## src/rtl/stage_ex_mc.sv

```systemverilog
// Execute stage: single-cycle ALU plus an iterative MUL/DIVU/REMU unit, feeding the EX/MEM register.
// Define STAGE_EX_MC_RADIX4_EN to retire two multiply/divide bits per cycle instead of one.
module stage_ex_mc #(
  parameter int unsigned DATA_WIDTH     = 32,
  parameter int unsigned ADDR_WIDTH     = 32,
  parameter int unsigned REG_ADDR_WIDTH = 5
) (
  input  logic                      i_Clock,
  input  logic                      i_Reset,
  input  logic                      i_valid,
  input  logic                      i_stall,
  input  logic                      i_flush,
  input  logic [DATA_WIDTH-1:0]     i_dataA,
  input  logic [DATA_WIDTH-1:0]     i_dataB,
  input  logic [DATA_WIDTH-1:0]     i_imm,
  input  logic [ADDR_WIDTH-1:0]     i_pc,
  input  logic [3:0]                i_AluControl,
  input  logic                      i_AluSrcB,
  input  logic [1:0]                i_md_op,
  input  logic                      i_reg_we,
  input  logic                      i_mem_we,
  input  logic                      i_MemToReg,
  input  logic [REG_ADDR_WIDTH-1:0] i_rd,
  input  logic                      i_is_branch,
  input  logic                      i_is_jump,
  output logic                      o_ready,
  output logic                      o_valid,
  output logic [DATA_WIDTH-1:0]     o_AluOut,
  output logic                      o_is_zero,
  output logic [DATA_WIDTH-1:0]     o_WriteData,
  output logic                      o_reg_we,
  output logic                      o_MemWrEnable,
  output logic                      o_MemToReg,
  output logic [REG_ADDR_WIDTH-1:0] o_WriteReg,
  output logic [ADDR_WIDTH-1:0]     o_pc_branch,
  output logic                      o_is_branch,
  output logic                      o_is_jump
);

  localparam int unsigned ShW  = $clog2(DATA_WIDTH);
  localparam int unsigned CntW = $clog2(DATA_WIDTH) + 1;
  localparam int unsigned ExtW = (ADDR_WIDTH > DATA_WIDTH) ? ADDR_WIDTH : DATA_WIDTH;
`ifdef STAGE_EX_MC_RADIX4_EN
  localparam int unsigned Iters = DATA_WIDTH / 2;
`else
  localparam int unsigned Iters = DATA_WIDTH;
`endif
  localparam logic [CntW-1:0] LastCnt = CntW'(Iters - 1);

  localparam logic [3:0] AluAdd  = 4'd0;
  localparam logic [3:0] AluSub  = 4'd1;
  localparam logic [3:0] AluAnd  = 4'd2;
  localparam logic [3:0] AluOr   = 4'd3;
  localparam logic [3:0] AluXor  = 4'd4;
  localparam logic [3:0] AluSll  = 4'd5;
  localparam logic [3:0] AluSrl  = 4'd6;
  localparam logic [3:0] AluSra  = 4'd7;
  localparam logic [3:0] AluSlt  = 4'd8;
  localparam logic [3:0] AluSltu = 4'd9;

  localparam logic [1:0] MdMul  = 2'b01;
  localparam logic [1:0] MdDivu = 2'b10;

  typedef enum logic [1:0] {StIdle, StCalc, StDone} state_e;

  state_e                    state_q, state_d;
  logic [DATA_WIDTH-1:0]     op_b, alu_res, md_res;
  logic [ShW-1:0]            shamt;
  logic [ExtW-1:0]           pc_sum;
  logic [ADDR_WIDTH-1:0]     pc_target;
  logic                      is_md, is_mul, capture, load_alu, load_md, hold;

  logic [1:0]                md_op_q;
  logic [CntW-1:0]           cnt_q;
  logic [DATA_WIDTH-1:0]     acc_q, a_q, b_q, acc_n, a_n, b_n;
  logic [3*DATA_WIDTH-1:0]   step;

  logic [DATA_WIDTH-1:0]     cap_wdata_q;
  logic                      cap_reg_we_q, cap_mem_we_q, cap_m2r_q, cap_br_q, cap_jmp_q;
  logic [REG_ADDR_WIDTH-1:0] cap_rd_q;
  logic [ADDR_WIDTH-1:0]     cap_pc_q;

  logic                      valid_q, zero_q, reg_we_q, mem_we_q, m2r_q, br_q, jmp_q;
  logic [DATA_WIDTH-1:0]     alu_out_q, wdata_q;
  logic [REG_ADDR_WIDTH-1:0] wreg_q;
  logic [ADDR_WIDTH-1:0]     pc_br_q;

  // One radix-2 step. MUL: acc += a if b[0]; a <<= 1; b >>= 1.
  // DIV: acc is the partial remainder, a shifts the dividend out and the quotient in, b is the divisor.
  function automatic logic [3*DATA_WIDTH-1:0] md_step(input logic                  mul,
                                                      input logic [DATA_WIDTH-1:0] acc,
                                                      input logic [DATA_WIDTH-1:0] a,
                                                      input logic [DATA_WIDTH-1:0] b);
    logic [DATA_WIDTH:0]   rem;
    logic [DATA_WIDTH-1:0] acc_o, a_o, b_o;
    rem = {acc, a[DATA_WIDTH-1]};
    a_o = a << 1;
    if (mul) begin
      acc_o = b[0] ? acc + a : acc;
      b_o   = b >> 1;
    end else begin
      b_o = b;
      if (rem >= {1'b0, b}) begin
        rem    = rem - {1'b0, b};
        a_o[0] = 1'b1;
      end
      acc_o = rem[DATA_WIDTH-1:0];
    end
    return {acc_o, a_o, b_o};
  endfunction

  always_comb begin
    op_b    = i_AluSrcB ? i_imm : i_dataB;
    shamt   = op_b[ShW-1:0];
    alu_res = '0;
    case (i_AluControl)
      AluAdd:  alu_res = i_dataA + op_b;
      AluSub:  alu_res = i_dataA - op_b;
      AluAnd:  alu_res = i_dataA & op_b;
      AluOr:   alu_res = i_dataA | op_b;
      AluXor:  alu_res = i_dataA ^ op_b;
      AluSll:  alu_res = i_dataA << shamt;
      AluSrl:  alu_res = i_dataA >> shamt;
      AluSra:  alu_res = $unsigned($signed(i_dataA) >>> shamt);
      AluSlt:  alu_res = DATA_WIDTH'($signed(i_dataA) < $signed(op_b));
      AluSltu: alu_res = DATA_WIDTH'(i_dataA < op_b);
      default: alu_res = '0;
    endcase
    pc_sum    = ExtW'(i_pc) + ExtW'($signed(i_imm));
    pc_target = pc_sum[ADDR_WIDTH-1:0];
  end

  always_comb begin
    is_mul = (md_op_q == MdMul);
    step   = md_step(is_mul, acc_q, a_q, b_q);
`ifdef STAGE_EX_MC_RADIX4_EN
    step   = md_step(is_mul, step[3*DATA_WIDTH-1:2*DATA_WIDTH], step[2*DATA_WIDTH-1:DATA_WIDTH],
                     step[DATA_WIDTH-1:0]);
`endif
    acc_n  = step[3*DATA_WIDTH-1:2*DATA_WIDTH];
    a_n    = step[2*DATA_WIDTH-1:DATA_WIDTH];
    b_n    = step[DATA_WIDTH-1:0];
    md_res = (md_op_q == MdDivu) ? a_q : acc_q;
  end

  always_comb begin
    is_md    = i_valid && (i_md_op != 2'b00);
    capture  = (state_q == StIdle) && is_md && !i_flush;
    load_alu = (state_q == StIdle) && i_valid && (i_md_op == 2'b00) && !i_stall && !i_flush;
    load_md  = (state_q == StDone) && !i_stall && !i_flush;
    hold     = i_stall && !i_flush;
    o_ready  = !i_Reset && (i_flush ||
               (!i_stall && (((state_q == StIdle) && !is_md) || (state_q == StDone))));

    state_d = state_q;
    if (i_flush) begin
      state_d = StIdle;
    end else begin
      case (state_q)
        StIdle:  if (is_md) state_d = StCalc;
        StCalc:  if (cnt_q == LastCnt) state_d = StDone;
        StDone:  if (!i_stall) state_d = StIdle;
        default: state_d = StIdle;
      endcase
    end
  end

  always_ff @(posedge i_Clock) begin
    if (i_Reset) begin
      state_q      <= StIdle;
      md_op_q      <= '0;
      cnt_q        <= '0;
      acc_q        <= '0;
      a_q          <= '0;
      b_q          <= '0;
      cap_wdata_q  <= '0;
      cap_reg_we_q <= 1'b0;
      cap_mem_we_q <= 1'b0;
      cap_m2r_q    <= 1'b0;
      cap_rd_q     <= '0;
      cap_pc_q     <= '0;
      cap_br_q     <= 1'b0;
      cap_jmp_q    <= 1'b0;
    end else begin
      state_q <= state_d;
      if (capture) begin
        md_op_q      <= i_md_op;
        cnt_q        <= '0;
        acc_q        <= '0;
        a_q          <= i_dataA;
        b_q          <= op_b;
        cap_wdata_q  <= i_dataB;
        cap_reg_we_q <= i_reg_we;
        cap_mem_we_q <= i_mem_we;
        cap_m2r_q    <= i_MemToReg;
        cap_rd_q     <= i_rd;
        cap_pc_q     <= pc_target;
        cap_br_q     <= i_is_branch;
        cap_jmp_q    <= i_is_jump;
      end else if (state_q == StCalc) begin
        cnt_q <= cnt_q + 1'b1;
        acc_q <= acc_n;
        a_q   <= a_n;
        b_q   <= b_n;
      end
    end
  end

  // EX/MEM register: load, hold on stall, otherwise insert a bubble.
  always_ff @(posedge i_Clock) begin
    if (i_Reset) begin
      valid_q   <= 1'b0;
      alu_out_q <= '0;
      zero_q    <= 1'b0;
      wdata_q   <= '0;
      reg_we_q  <= 1'b0;
      mem_we_q  <= 1'b0;
      m2r_q     <= 1'b0;
      wreg_q    <= '0;
      pc_br_q   <= '0;
      br_q      <= 1'b0;
      jmp_q     <= 1'b0;
    end else if (load_alu) begin
      valid_q   <= 1'b1;
      alu_out_q <= alu_res;
      zero_q    <= (alu_res == '0);
      wdata_q   <= i_dataB;
      reg_we_q  <= i_reg_we;
      mem_we_q  <= i_mem_we;
      m2r_q     <= i_MemToReg;
      wreg_q    <= i_rd;
      pc_br_q   <= pc_target;
      br_q      <= i_is_branch;
      jmp_q     <= i_is_jump;
    end else if (load_md) begin
      valid_q   <= 1'b1;
      alu_out_q <= md_res;
      zero_q    <= (md_res == '0);
      wdata_q   <= cap_wdata_q;
      reg_we_q  <= cap_reg_we_q;
      mem_we_q  <= cap_mem_we_q;
      m2r_q     <= cap_m2r_q;
      wreg_q    <= cap_rd_q;
      pc_br_q   <= cap_pc_q;
      br_q      <= cap_br_q;
      jmp_q     <= cap_jmp_q;
    end else if (!hold) begin
      valid_q  <= 1'b0;
      reg_we_q <= 1'b0;
      mem_we_q <= 1'b0;
      br_q     <= 1'b0;
      jmp_q    <= 1'b0;
    end
  end

  assign o_valid       = valid_q;
  assign o_AluOut      = alu_out_q;
  assign o_is_zero     = zero_q;
  assign o_WriteData   = wdata_q;
  assign o_reg_we      = reg_we_q;
  assign o_MemWrEnable = mem_we_q;
  assign o_MemToReg    = m2r_q;
  assign o_WriteReg    = wreg_q;
  assign o_pc_branch   = pc_br_q;
  assign o_is_branch   = br_q;
  assign o_is_jump     = jmp_q;

endmodule

```

## config.mk

```make
export PLATFORM = sky130hd
export DESIGN_NAME = stage_ex_mc
export DESIGN_NICKNAME = d
export VERILOG_FILES = /design/src/rtl/stage_ex_mc.sv
export SDC_FILE = /design/constraint.sdc
export NUM_CORES = 1
export LEC_CHECK = 0
export ABC_AREA = 1
export BUFFER_PORTS_ARGS = -buffer_cell sky130_fd_sc_hd__buf_2
export CAP_MARGIN = 0
export CORE_UTILIZATION = 40
export CTS_CLUSTER_SIZE = 16
export DETAILED_ROUTE_END_ITERATION = 7
export GPL_TIMING_DRIVEN = 0
export HOLD_SLACK_MARGIN = 0.12
export REMOVE_ABC_BUFFERS = 1
export SYNTH_ARGS = -nofsm -noshare
export SYNTH_HDL_FRONTEND = slang
export SYNTH_SLANG_ARGS = --single-unit
```

## constraint.sdc

```tcl
create_clock -name i_Clock -period 7.1 [get_ports i_Clock]
set_input_delay 0.71 -clock i_Clock [delete_from_list [all_inputs] [get_ports i_Clock]]
set_output_delay 0.71 -clock i_Clock [all_outputs]
set_load 0.005 [all_outputs]
```

==> results of run 1 <==
==> worst max path at each step <==
stage	from	to	slack, ns	cells past startpoint
2_1_floorplan	i_flush	o_AluOut[26]	0.20	8
6_report	i_AluSrcB	o_is_zero	0.84	23
3_3_place_gp	i_flush	o_AluOut[26]	-7.39	9
4_1_cts	i_AluSrcB	o_is_zero	1.02	23
3_5_place_dp	i_AluSrcB	o_is_zero	0.45	23
5_1_grt	i_AluSrcB	o_is_zero	0.70	24
==> layer usage <==
metal | wire, um | vias up | part of all wire | track usage
li1 | - | 15600 | - | -
met3 | 12300 | 199 | 0.094 | 0.0699
met2 | 55800 | 1570 | 0.43 | 0.554
met4 | 5530 | 2 | 0.042 | 0.145
met5 | 13 | - | 0.000099 | 0
met1 | 57700 | 15200 | 0.44 | 0.506
==> layout make-up <==
cell class / count / area [sq um]
Fill cell: 7413 / 36700
Multi-Input combinational cell: 3543 / 19000
Sequential cell: 288 / 5770
Inverter: 538 / 2030
Timing Repair Buffer: 287 / 1930
Tap cell: 873 / 1090
Clock buffer: 50 / 1080
Clock inverter: 17 / 186
Antenna cell: 1 / 2.50
==> layout by cell type, fill, tap and decap left out, types with 59 or more instances in the layout <==
| master | n |
|---|---|
| ha_1 | 195 |
| or2_2 | 59 |
| o21ai_0 | 238 |
| a21oi_1 | 335 |
| nand2_1 | 1175 |
| nor2_1 | 367 |
| dfxtp_1 | 288 |
| buf_2 | 257 |
| nand3_1 | 574 |
| inv_1 | 521 |
| a31oi_1 | 64 |
==> stage by stage <==
step | cells | setup TNS [ns]
6_report | 5597 | 0
5_1_grt | 5597 | 0
4_1_cts | 5596 | 0
3_5_place_dp | 5529 | 0
3_3_place_gp | 5500 | -1055.83
2_1_floorplan | 4369 | 0
==> critical path, delay by kind of cell <==
family / cells / cell delay (ns)
AND/OR/NAND/NOR: 13 / 2.20
adder cells (fa/ha/maj): 1 / 0.42
AO/OA/AOI/OAI: 3 / 1.13
buffers and inverters: 6 / 2.18
==> kinds of logic after synthesis <==
logic type | count (synthesis) | synth area share
and+or+nand+nor | 2326 | 0.363
DFF | 288 | 0.209
muxes | 5 | 0.00181
adders and majority gates | 200 | 0.0919
AOI/OAI and AO/OA | 955 | 0.207
buffers and inverters | 757 | 0.109
xor gates and xnor gates | 57 | 0.0181
==> report_power, final <==
part           internal (mW)  switching (mW)
Sequential              1.68          0.0507
Combinational          0.661            1.57
Clock                   1.15           0.820
Total                   3.49            2.44
==> sequential cells by signal, indices dropped and copies added, names as in the netlist, 2 cells and up <==
signal	count
cap_rd_q	5
acc_q	32
cnt_q	6
o_WriteReg	5
cap_pc_q	32
state_q	2
o_AluOut	32
b_q	32
o_WriteData	32
md_op_q	2
a_q	32
o_pc_branch	32
cap_wdata_q	32
==> synthesized netlist by cell type (39+ instances only) <==
cell type,count
nand4_1,43
or2_2,59
inv_1,524
a21oi_1,335
ha_1,195
nor2_1,373
dfxtp_1,288
nand2_1,1179
a22oi_1,39
clkbuf_1,150
o21ai_0,242
nand3_1,576
a22o_1,40
a31oi_1,64
==> impl_metrics.json, run 1 <==
{
  "synth_area_leaders": "dfxtp_1 21%, nand2_1 16%, nand3_1 10%",
  "r2r-end": "acc_q[30]",
  "layout_setup_ws_ns": 0.843,
  "critPathRequiredTime_ns": 7.60,
  "min_to": "cap_rd_q[4]",
  "cts-root-buf": "clkbuf_16",
  "via_count": 32600,
  "post_drt_wl_per_cell_um": 23.5,
  "cts-buffers-inserted": 37,
  "port-buffer-count": 258,
  "yosysSeqAreaShare": 0.209,
  "io_pins": 259,
  "status": "finished, violations left",
  "period_needed_ns": 6.26,
  "post-route-period-util": 0.881,
  "synthCells": 4588,
  "antenna_found_initial": 2,
  "final_max_slew_viol_count": 9,
  "drv.max_cap_violation_count": 3,
  "grt_pass1_wl_mm": 194,
  "cellPowerDensity_nw_per_um2": 191,
  "grt_usage": 0.365,
  "synth_edf_count": 0,
  "drt_iter0_drc": 3957,
  "synthToLayoutAreaGrowth_pct": 12.3,
  "avgSynthCellArea_sq_um": 6.02,
  "power_leakage_nw": 15.1,
  "nets": 5045,
  "htree_levels": 2,
  "dpl.hpwl_mm": 105,
  "finalPower_mw": 5.93,
  "insertion_delay_ns": 0.58,
  "synth_top_area_frac": 0.209,
  "placeableCoreArea_sq_um": 67800,
  "postCtsSetupBuffers": 0,
  "die_w_um": 265,
  "synth_area_sq_um": 27600,
  "vias_per_cell": 5.82,
  "dr.pass1.iters": 6,
  "drive_above_1_share": 0.0997,
  "initial_utilization": 0.408,
  "overflow": 0,
  "grt_pass1_vias": 29800,
  "peakVddDrop_v": 0.000202,
  "hold_start": "i_rd[4]",
  "route.detailed.drc": 0,
  "setup_viol": 0,
  "finalWirelength_mm": 131,
  "achievable-frequency_mhz": 160,
  "final_util": 0.458,
  "clockBufferDepth": 3,
  "rows": 95,
  "hp-class": "primary input to flop",
  "finalHoldViolCount": 0,
  "async_flop_share": 0,
  "die_h_um": 265,
  "clkTransAtPathRegs_ns": 0.06,
  "cp-end-kind": "flop",
  "gp_congestion": 1.03,
  "rr_worst_depth": 16,
  "synth_largest_area_cell": "dfxtp_1",
  "clock_skew_ns": 0.0291,
  "crit_type": "primary input to flop",
  "violations": "max-capacitance violations, max-slew violations",
  "clock_sinks": 288,
  "r2r-start": "a_q[0]",
  "grt_setup_unrepaired": "no",
  "cp.arrival_ns": 6.76,
  "ctsResizeCount": 0,
  "slew-limit-headroom": -0.144,
  "slowest_delay_ns": 0.76,
  "crit_slowest_cell": "buf_2",
  "synth_cell_types": 55,
  "cts_tree": "built",
  "holdWs_ns": 0.368,
  "hold_depth": 3,
  "drt.antenna.violating_nets": 0,
  "yosysWarnings": 0,
  "crit_chain": "buf_2, inv_2, or2_1, o21ai_4, buf_12, buf_16, inv_2, ha_1, inv_1, nand3_1, nand2_1, nand2_1, nand2_1, nand3_1, nand3_1, nand3_1, a21oi_1, nand2_1, nor2_1, nand2_1, nor2_1, nand3_1, a21oi_1",
  "critPathMaxFanout": 55,
  "synth_flop_cell": "dfxtp_1",
  "grt_max_degree": 79,
  "tightest_slew_ns": 1.70,
  "hold_buffers": 0,
  "post-place-ws_ns": 0.447,
  "place_area_sq_um": 29800,
  "synth_seq_cells": 288,
  "fin_area_sq_um": 31000,
  "r2r_slack_ns": 3.06,
  "critPathLaunchType": "primary input",
  "die_area_sq_um": 70100
}
(Power assumes the default switching activity.)
==> run 2: changes to the inputs <==
--- a/config.mk
+++ b/config.mk
@@ -13,7 +13,6 @@
 export DETAILED_ROUTE_END_ITERATION = 7
 export GPL_TIMING_DRIVEN = 0
 export HOLD_SLACK_MARGIN = 0.12
-export REMOVE_ABC_BUFFERS = 1
 export SYNTH_ARGS = -nofsm -noshare
 export SYNTH_HDL_FRONTEND = slang
 export SYNTH_SLANG_ARGS = --single-unit
==> constraint.sdc (replaced) <==
create_clock -name i_Clock -period 5.5 [get_ports i_Clock]
set_input_delay 0.55 -clock i_Clock [delete_from_list [all_inputs] [get_ports i_Clock]]
set_output_delay 0.55 -clock i_Clock [all_outputs]
set_load 0.005 [all_outputs]
==> run 2 against run 1 <==
Against the previous run:
- the flow still finishes with violations (max-capacitance violations, max-slew violations)
- design area increased by 0.38%
- sequential cell count stayed put
- sequential power increased by 30%
- routed wire length rose by 19%
- worst hold slack got worse by 0.21 ns
- sequential share of layout area fell by 0.070 points
- non-clock buffer count rose by 199
- via count is 6.2% higher
- register-to-register slack worse by 1.1 ns
- first-iteration DRC count is 5.7% higher
- die area stayed put
- clock-buffer cell count shrank 13
- critical path type unchanged
==> impl_metrics.json, run 2 (same netlist as run 1, synthesis figures left out) <==
{
  "route.detailed.drc": 0,
  "hold_depth": 3,
  "grt-busiest-layer": "met2",
  "multiInputGateArea_sq_um": 18900,
  "cellPowerDensity_nw_per_um2": 243,
  "placeableCoreArea_sq_um": 67800,
  "slew-limit-headroom": -0.00348,
  "period_needed_ns": 5.40,
  "peakVddDrop_v": 0.000265,
  "rr_worst_depth": 14,
  "status": "finished, violations left",
  "holdWs_ns": 0.155,
  "clkTransAtPathRegs_ns": 0.06,
  "drive_above_1_share": 0.0974,
  "via_count": 34600,
  "crit_chain": "buf_2, buf_6, clkbuf_1, clkbuf_1, o21ai_0, ha_1, clkbuf_1, inv_1, a21oi_1, o21ai_0, a21oi_1, nand4_1, nand3_1, nand2_1, nor2_1, nand2_1, nor2_1, nand2_1, nor2_1, nand3_1, a21oi_1",
  "final_common_cell": "nand2_1",
  "final_max_slew_viol_count": 1,
  "antenna_found_initial": 12,
  "regArea_sq_um": 5770,
  "tightest_slew_ns": 1.49,
  "clockBufferDepth": 3,
  "critPathRequiredTime_ns": 6.04,
  "dr.pass1.iters": 8,
  "drt_iter0_drc": 4182,
  "critPathLaunchType": "primary input",
  "r2r_slack_ns": 1.92,
  "cts_tree": "built",
  "finalHoldViolCount": 0,
  "cp.arrival_ns": 5.93,
  "grt_setup_unrepaired": "no",
  "fillCellCount": 7565,
  "post_drt_wl_per_cell_um": 27.0,
  "critPathMaxFanout": 10,
  "grt_usage": 0.427,
  "layout_setup_ws_ns": 0.102,
  "final_cell_mix": "1179 x nand2_1, 576 x nand3_1, 524 x inv_1, 373 x nor2_1, 335 x a21oi_1",
  "cts-root-buf": "clkbuf_16",
  "grt_pass1_wl_mm": 219,
  "crit_type": "primary input to flop",
  "crit_slowest_cell": "o21ai_0",
  "grt_max_degree": 17,
  "use_met1": 0.562,
  "initial_utilization": 0.408,
  "post-route-period-util": 0.981,
  "port-buffer-count": 257,
  "power_leakage_nw": 15.2,
  "htree_levels": 1,
  "met3_usage": 0.0719,
  "die_h_um": 265,
  "place_area_sq_um": 30100,
  "grt_pass1_vias": 31400,
  "grtUsageMet2": 0.646,
  "synthToLayoutAreaGrowth_pct": 12.7,
  "io_pins": 259,
  "critical_path_depth": 21,
  "critPathTopFamily": "buffers and inverters",
  "nets": 5238,
  "cts-buffers-inserted": 31,
  "synth.net_count": 4938,
  "final_util": 0.460,
  "achievable-frequency_mhz": 185,
  "fin_area_sq_um": 31100,
  "setup_viol": 0,
  "insertion_delay_ns": 0.61,
  "gp_congestion": 1.08,
  "drv.max_cap_violation_count": 2,
  "clock_skew_ns": 0.0129,
  "clock_sinks": 288,
  "vias_per_cell": 5.98,
  "overflow": 0,
  "post-place-ws_ns": -0.165,
  "hold_buffers": 0,
  "ctsResizeCount": 0,
  "drt.antenna.violating_nets": 0,
  "die_area_sq_um": 70100,
  "dpl.hpwl_mm": 129,
  "rows": 95,
  "postCtsSetupBuffers": 0,
  "die_w_um": 265,
  "cp-end-kind": "flop",
  "finalWirelength_mm": 156,
  "slowest_delay_ns": 0.59,
  "violations": "max-capacitance violations, max-slew violations",
  "hp-class": "primary input to flop",
  "crit_buf_inv": 6
}
-- run 2: cell count changes in the layout (fill, tap and decap cells not counted), sizes merged --
| cell | change |
|---|---|
| diode | +4 |
| clkinv | -1 |
| clkbuf | +138 |
| buf | +48 |
| clkinvlp | -2 |
| bufinv | +2 |
-- run 2: per-layer routing --
layer  part of all wire  vias up
met1               0.41    16400
met4              0.073        6
met3              0.095      382
li1                   -    16000
met5            0.00023        -
met2               0.42     1827
-- run 2: metrics by stage --
step           TNS, ns  power (mW)  std cells
3_3_place_gp     -2.45        5.23       5718
2_1_floorplan        0        4.11       4588
6_report             0        7.57       5786
4_1_cts              0        7.44       5780
3_5_place_dp    -0.173        5.22       5727
5_1_grt              0        7.85       5786
-- run 2: final timing paths --
check                                startpoint         endpoint
worst min-delay path                    i_rd[4]      cap_rd_q[4]
worst max register to register         acc_q[0]        acc_q[28]
worst max-delay path                  i_AluSrcB        o_is_zero
worst min register to register  cap_wdata_q[31]  cap_wdata_q[31]
-- run 2: worst reg2reg max path, stage by stage, from the launching register on --
cell and delay, ns:
dfxtp_1 0.45, ha_1 0.21, inv_1 0.06, fa_1 0.38, nand3b_1 0.18, nand2_1 0.13, a21oi_1 0.16, o21ai_0 0.49
a21oi_1 0.21, o21ai_0 0.51, nand3_1 0.15, nand2_1 0.13, xor2_1 0.19, a21oi_1 0.09, a21oi_1 0.17
-- run 2: layout make-up --
cell class                      count  area share
Buffer                            219      0.0316
Timing Repair Buffer              267      0.0438
Inverter                          538      0.0648
Antenna cell                        5    0.000402
Clock buffer                       37      0.0269
Tap cell                          873      0.0351
Multi-Input combinational cell   3543       0.605
Clock inverter                     16     0.00683
Sequential cell                   288       0.185
-- run 2: power breakdown --
group | internal (mW) | total, mW | switching [mW] | leakage [nW]
clock | 1.28 | 2.25 | 0.978 | 0.514
combinational | 0.854 | 3.06 | 2.21 | 12.3
sequential | 2.17 | 2.25 | 0.0825 | 2.34
total | 4.30 | 7.57 | 3.27 | 15.2
